--- config.mk ---
export PLATFORM = sky130hd
export DESIGN_NAME = fifo_syn_ext
export DESIGN_NICKNAME = d
export VERILOG_FILES = /design/src/rtl/fifo_syn_ext.sv
export SDC_FILE = /design/constraint.sdc
export NUM_CORES = 1
export LEC_CHECK = 0
export CAP_MARGIN = 20
export CORE_MARGIN = 2
export CORE_UTILIZATION = 59
export CTS_BUF_LIST = sky130_fd_sc_hd__clkbuf_4 sky130_fd_sc_hd__clkbuf_8
export CTS_CLUSTER_DIAMETER = 80
export DETAILED_ROUTE_END_ITERATION = 10
export GPL_TIMING_DRIVEN = 0
export PLACE_DENSITY = 0.81
export SLEW_MARGIN = 10
export SYNTH_ARGS = -nofsm -noshare
export SYNTH_HDL_FRONTEND = slang
export SYNTH_SLANG_ARGS = --single-unit
--- constraint.sdc ---
create_clock -name clk -period 2.9 [get_ports clk]
set_clock_uncertainty 0.05 [all_clocks]
set_input_delay 0.29 -clock clk [delete_from_list [all_inputs] [get_ports clk]]
set_output_delay 0.29 -clock clk [all_outputs]
set_load 0.005 [all_outputs]
--- src/rtl/fifo_syn_ext.sv ---
// fifo_syn_ext -- parametrised single-clock FIFO with fill count,
// programmable almost-full/almost-empty thresholds and optional sticky
// error flags.
//
// Optional feature macro: FIFO_SYN_ERR_EN
//   defined   -> overflow/underflow sticky flags and err_clr port exist
//   undefined -> dropped requests are silently ignored, no error ports
//
// Parameters:
//   WIDTH     data word width (>= 1)
//   AW        address width, depth = 2**AW (>= 1)
//   AFULL_TH  almost_full  when count >= AFULL_TH  (1 .. 2**AW)
//   AEMPTY_TH almost_empty when count <= AEMPTY_TH (0 .. 2**AW-1)
//   FWFT      0 = registered read, 1 = first-word fall-through
//
// Ports:
//   clk          clock, rising edge
//   rst_n        asynchronous active-low reset
//   wr, data     write request and write data
//   rd           read request (pop of the head word when FWFT=1)
//   q            read data
//   full, empty, almost_full, almost_empty, count
//                status, decoded from the pointer registers only
//   overflow     sticky: write attempted while full   (macro only)
//   underflow    sticky: read attempted while empty   (macro only)
//   err_clr      synchronous clear of both error flags (macro only)
module fifo_syn_ext #(
  parameter int WIDTH     = 8,
  parameter int AW        = 3,
  parameter int AFULL_TH  = 6,
  parameter int AEMPTY_TH = 1,
  parameter int FWFT      = 0
) (
  input  logic             clk,
  input  logic             rst_n,
  input  logic             wr,
  input  logic [WIDTH-1:0] data,
  input  logic             rd,
  output logic [WIDTH-1:0] q,
  output logic             full,
  output logic             empty,
  output logic             almost_full,
  output logic             almost_empty,
  output logic [AW:0]      count
`ifdef FIFO_SYN_ERR_EN
  ,
  output logic             overflow,
  output logic             underflow,
  input  logic             err_clr
`endif
);

  localparam int          DEPTH      = 1 << AW;
  localparam logic [AW:0] AFULL_LVL  = (AW+1)'(AFULL_TH);
  localparam logic [AW:0] AEMPTY_LVL = (AW+1)'(AEMPTY_TH);

  // Storage is deliberately not reset so it maps onto block RAM.
  logic [WIDTH-1:0] mem [DEPTH];

  // Pointers carry one extra wrap bit so full and empty are distinguishable.
  logic [AW:0]   wr_ptr_reg, wr_ptr_next;
  logic [AW:0]   rd_ptr_reg, rd_ptr_next;
  logic [AW-1:0] wr_addr, rd_addr;
  logic          wr_ok, rd_ok;

  assign wr_addr = wr_ptr_reg[AW-1:0];
  assign rd_addr = rd_ptr_reg[AW-1:0];

  // Status: combinational from the pointer registers only.
  assign count        = wr_ptr_reg - rd_ptr_reg;
  assign empty        = (wr_ptr_reg == rd_ptr_reg);
  assign full         = (wr_addr == rd_addr) && (wr_ptr_reg[AW] != rd_ptr_reg[AW]);
  assign almost_full  = (count >= AFULL_LVL);
  assign almost_empty = (count <= AEMPTY_LVL);

  // Acceptance looks only at pre-edge full/empty, so a write into a full
  // FIFO is dropped even when a read frees a slot in the same cycle.
  assign wr_ok = wr & ~full;
  assign rd_ok = rd & ~empty;

  always_comb begin
    wr_ptr_next = wr_ptr_reg;
    rd_ptr_next = rd_ptr_reg;
    if (wr_ok) wr_ptr_next = wr_ptr_reg + 1'b1;
    if (rd_ok) rd_ptr_next = rd_ptr_reg + 1'b1;
  end

  always_ff @(posedge clk or negedge rst_n) begin
    if (!rst_n) begin
      wr_ptr_reg <= '0;
      rd_ptr_reg <= '0;
    end else begin
      wr_ptr_reg <= wr_ptr_next;
      rd_ptr_reg <= rd_ptr_next;
    end
  end

  always_ff @(posedge clk) begin
    if (wr_ok) mem[wr_addr] <= data;
  end

  generate
    if (FWFT != 0) begin : g_fwft
      // Head word is presented directly; meaningless while empty.
      assign q = mem[rd_addr];
    end else begin : g_reg_read
      logic [WIDTH-1:0] q_reg;
      always_ff @(posedge clk or negedge rst_n) begin
        if (!rst_n)     q_reg <= '0;
        else if (rd_ok) q_reg <= mem[rd_addr];
      end
      assign q = q_reg;
    end
  endgenerate

`ifdef FIFO_SYN_ERR_EN
  logic overflow_reg, underflow_reg;

  // A new error in the same cycle as err_clr wins over the clear.
  always_ff @(posedge clk or negedge rst_n) begin
    if (!rst_n) begin
      overflow_reg  <= 1'b0;
      underflow_reg <= 1'b0;
    end else begin
      if (wr & full)   overflow_reg <= 1'b1;
      else if (err_clr) overflow_reg <= 1'b0;
      if (rd & empty)  underflow_reg <= 1'b1;
      else if (err_clr) underflow_reg <= 1'b0;
    end
  end

  assign overflow  = overflow_reg;
  assign underflow = underflow_reg;
`endif

endmodule
======== Word-level counts from Yosys, hierarchy flattened ========
Memory sizes are Yosys's and may differ from the RTL's. A register that Yosys moved wholly into a read port is not among the register bits.
Index checks and enable logic that the tools add are counted.
word-level totals
  output and inout bits ................... 16
  input bits .............................. 12
  memories kept ........................... 1
  memory bits (writable) .................. 64
  bits in registers ....................... 8
memories
  memory  words  bits a word  rd ports  clocked after memory_dff  write ports  line  text
  mem     8      8            1         1                         1            58    logic [WIDTH-1:0] mem [DEPTH];
operators by class
  add/subtract/negate cells ............... 3
  order comparisons ....................... 2
  bitwise operators ....................... 4
  reductions and logical operators ........ 2
  equality and inequality tests ........... 3
  mux-type cells .......................... 2
operators with widths
  cell                                                               count
  adder 4 x 1 -> 4 bit, second input constant                        2
  equality test 4 bit                                                1
  greater-or-equal comparator 4 x 3 -> 1 bit, second input constant  1
  <= comparator 4 x 1 -> 1 bit, second input constant                1
  subtractor 4 bit                                                   1
  equality test 3 bit                                                1
  bitwise AND 1 bit                                                  2
  2-to-1 mux 1 bit                                                   2
  inverter 1 bit                                                     2
  logical AND 1 bit                                                  1
  logical NOT 1 bit                                                  1
  inequality test 1 bit                                              1

======== Depth between registers and ports, before layout ========
  depth in word-level cells ............... 6
  mapped depth ............................ 7
  mapped depth without buffers ............ 6

======== Worst setup path before layout ========
No wires, ideal clock.
  path type ............................... register to register
  start point ............................. register wr_ptr_reg[0]
  end point ............................... memory mem[0][0] (enable)
  path buffers ............................ 0
  stages on the path, launching flop included .. 6
  setup time .............................. 0.395 ns
  clock period less this slack ............ 2.381 ns
  arrival time ............................ 1.936 ns
  data required time ...................... 2.455 ns
  slack ................................... 0.519 ns
  path through ............................ dfrtp_1 inv_1 ha_1 nand3_1 o21ai_1 nor4_1
on the way
  longest elaborated chain between the ends .. 6
RTL lines
  what                                    line  text
  start: declaration                      61    logic [AW:0] wr_ptr_reg, wr_ptr_next;
  start signal: assignment                93    wr_ptr_reg <= wr_ptr_next;
  equality test 3 bit                     72    assign full = (wr_addr == rd_addr) && (wr_ptr_reg[AW] != rd_ptr_reg[AW]);
  logical AND 1 bit                       72
  inverter 1 bit                          78    assign wr_ok = wr & ~full;
  bitwise AND 1 bit                       78
  2-to-1 mux 1 bit                        99    if (wr_ok) mem[wr_addr] <= data;
  2-to-1 mux 1 bit (not written as such)  99
  end: declaration                        58
Several ways; a longest one is shown, not always the timed one.

======== Final worst setup path ========
  start point ............................. register wr_ptr_reg[0]
  end point ............................... output port almost_empty
on the way
  longest elaborated chain between the ends .. 2
RTL lines
  what                          line  text
  subtractor 4 bit              70    assign count = wr_ptr_reg - rd_ptr_reg;
  <= comparator 4 x 1 -> 1 bit  74    assign almost_empty = (count <= AEMPTY_LVL);
  end: declaration              43    output logic almost_empty,
Every way passes these cells.

==> impl_metrics.yaml <==
route:
  wl_um: 6090
  dr.pass1.iters: 4
  wl_per_cell_um: 18.3
  drc: 0
  ant_nets: 0
  vias_per_cell: 5.73
  dr.first_iter.drc_count: 150
  dr_total_vias: 1907
grt:
  grt_pass1_wl_um: 9720
  grt_use_total: 0.218
  grt_max_degree: 17
  antenna_found_initial: 0
  grt_pass1_vias: 1906
  overflow: 0
logic_synthesis:
  synth_cells: 214
  synth_edf_count: 64
  ys_warn_count: 0
  synthArstFlopShare: 0.200
  synth_seq_cells: 80
  syn_nets: 232
  avgSynthCellArea_sq_um: 15.5
  yosysSeqAreaShare: 0.700
  synth_area_leaders: "edfxtp_1 58%, dfrtp_1 12%, mux2i_1 4.8%"
  synthesis.area_sq_um: 3320
  yosys.area.top_type: "edfxtp_1"
  synth.most_common_cell: "edfxtp_1"
  synth_common_cells: "64 x edfxtp_1, 17 x nand2_1, 16 x dfrtp_1, 16 x mux2i_1, 12 x mux2_1"
  yosys.cell_types.count: 34
  synth_top_area_frac: 0.579
  synth-main-ff-cell: "edfxtp_1"
power_and_ir_drop:
  peakVddDrop_uv: 823
  power_density_nw_per_um2: 1080
  leakage_nw: 1.43
  power.total_mw: 4.20
timing:
  finalHoldViolCount: 0
  relSlewSlack: 0.412
  tightest_slew_ns: 0.877
  fmax_ghz: 0.364
  fin_crit_sh: 0.947
  rsz0062_at_grt: "no"
  final.min_clock_period_ns: 2.75
  setup_viol: 0
  fin_ws_ns: 0.154
  maxSlewViolCount: 0
run_status:
  outcome: "complete, no violations"
floorplan:
  core_sq_um: 5470
  fp.dieW_um: 79.0
  chipHeight_um: 79.0
  rows: 27
  initial_utilization: 0.607
  io_pins: 28
  die-area_sq_um: 6240
finish:
  fin_area_sq_um: 3900
  diodes: 0
  largest_register_ffs: 64
  area_growth_pct: 17.6
  layout-drive-gt1-share: 0.153
  final_core_util: 0.713
  fin_cells: 333
  fin_nets: 274
placed_design:
  dp_hpwl_um: 4140
  place_area_sq_um: 3710
  place.port_buffers: 27
  gp_congestion: 0.748
  placed_cells: 316
  post-place-ws_ns: 0.294
setup_path:
  worst_ep_required_time_ns: 2.56
  arrival_ns: 2.41
  path_max_fanout: 4
  worstSetupPathType: "flip-flop to primary output"
  cp-end-kind: "primary output"
  startpoint_type: "flip-flop"
clock_network:
  h-tree-depth: 3
  clockBufferDepth: 2
  numCtsBuffers: 9
  cts.clk_slew.worst_paths_ns: 0.08
  root_buffer: "clkbuf_8"
  worstSkewPairLatency_ns: 0.34
  cts_tree: "yes"
  clock-sinks: 80
hold_path:
  hold_class: "input port to async pin"
flow_run:
  cap_violations: 0
[what timing repair did]
item                       4_1_cts  5_1_grt
buffers inserted                 0        1
setup endpoints to repair        0        2
gates resized for setup          0        3
hold buffers                     0        0
[cells in the final DEF, fill, tap and decap left out, types with 5 or more instances in the layout]
cell type,netlist,routed
inv_1,9,9
clkbuf_8,0,9
edfxtp_1,64,64
o221ai_1,8,8
o21ai_1,10,10
xnor2_1,7,6
mux2_1,12,12
ha_1,5,5
mux2i_1,16,16
a22oi_1,8,8
nand2_1,17,17
nor2_1,7,7
clkdlybuf4s50_1,0,27
dfrtp_1,16,14
[cells by family after synthesis]
group           count (synthesis)  share of synthesized area
mux                            33                      0.107
xor+xnor                        9                     0.0260
compound gates                 32                     0.0663
flops                          80                      0.700
simple gates                   37                     0.0494
buf+inv                        17                     0.0268
fa+ha+maj                       6                     0.0249
[through the flow]
| step | hold slack, ns | TNS, ns |
|---|---|---|
| finish | 0.325 | 0 |
| global route | 0.390 | 0 |
| CTS | 0.356 | 0 |
| detailed placement | 0.425 | 0 |
| global placement | 0.417 | -1.55 |
| floorplan | -0.0556 | 0 |
[area by class of cell]
cell class              instances  area (sq um)
clock inverters                 7          47.5
inverters                       9          33.8
flip-flops and latches         80          2320
repair buffers                 31           295
well taps                      72          90.1
multi-input cells             117           932
clock buffers                   9           124
plain buffers                   8          55.1
fillers                       369          1570
[metal layers]
layer,part of all wire,vias up,global-route usage
li1,-,891,-
met1,0.44,942,0.292
met2,0.48,65,0.331
met3,0.061,9,0.0466
met4,0.020,0,0.128
met5,0,-,0
[report_power, final]
part	internal (mW)	total [mW]	switching, mW
clock network	0.311	0.710	0.399
logic	0.911	1.84	0.930
registers	1.51	1.65	0.140
[worst paths after layout]
path                                from       endpoint  slack (ns)  depth (start not counted)
setup / recovery           wr_ptr_reg[0]   almost_empty        0.15                          7
hold / removal                     rst_n  rd_ptr_reg[3]        0.32                          1
min in group clk                    q[2]           q[2]        0.44                          2
max in group asynchronous          rst_n  rd_ptr_reg[1]        1.97                          1
hold reg to reg                     q[2]           q[2]        0.44                          2
setup reg to reg           rd_ptr_reg[2]      mem[4][7]        0.38                          7
[critical path, stage by stage, from the launching register on]
cell and delay [ns]:
dfrtp_2 0.40, inv_1 0.10, ha_1 0.24, fa_1 0.41
xnor2_2 0.17, nor2_1 0.11, o21a_1 0.14, clkdlybuf4s50_1 0.50
(Power assumes the default switching activity.)
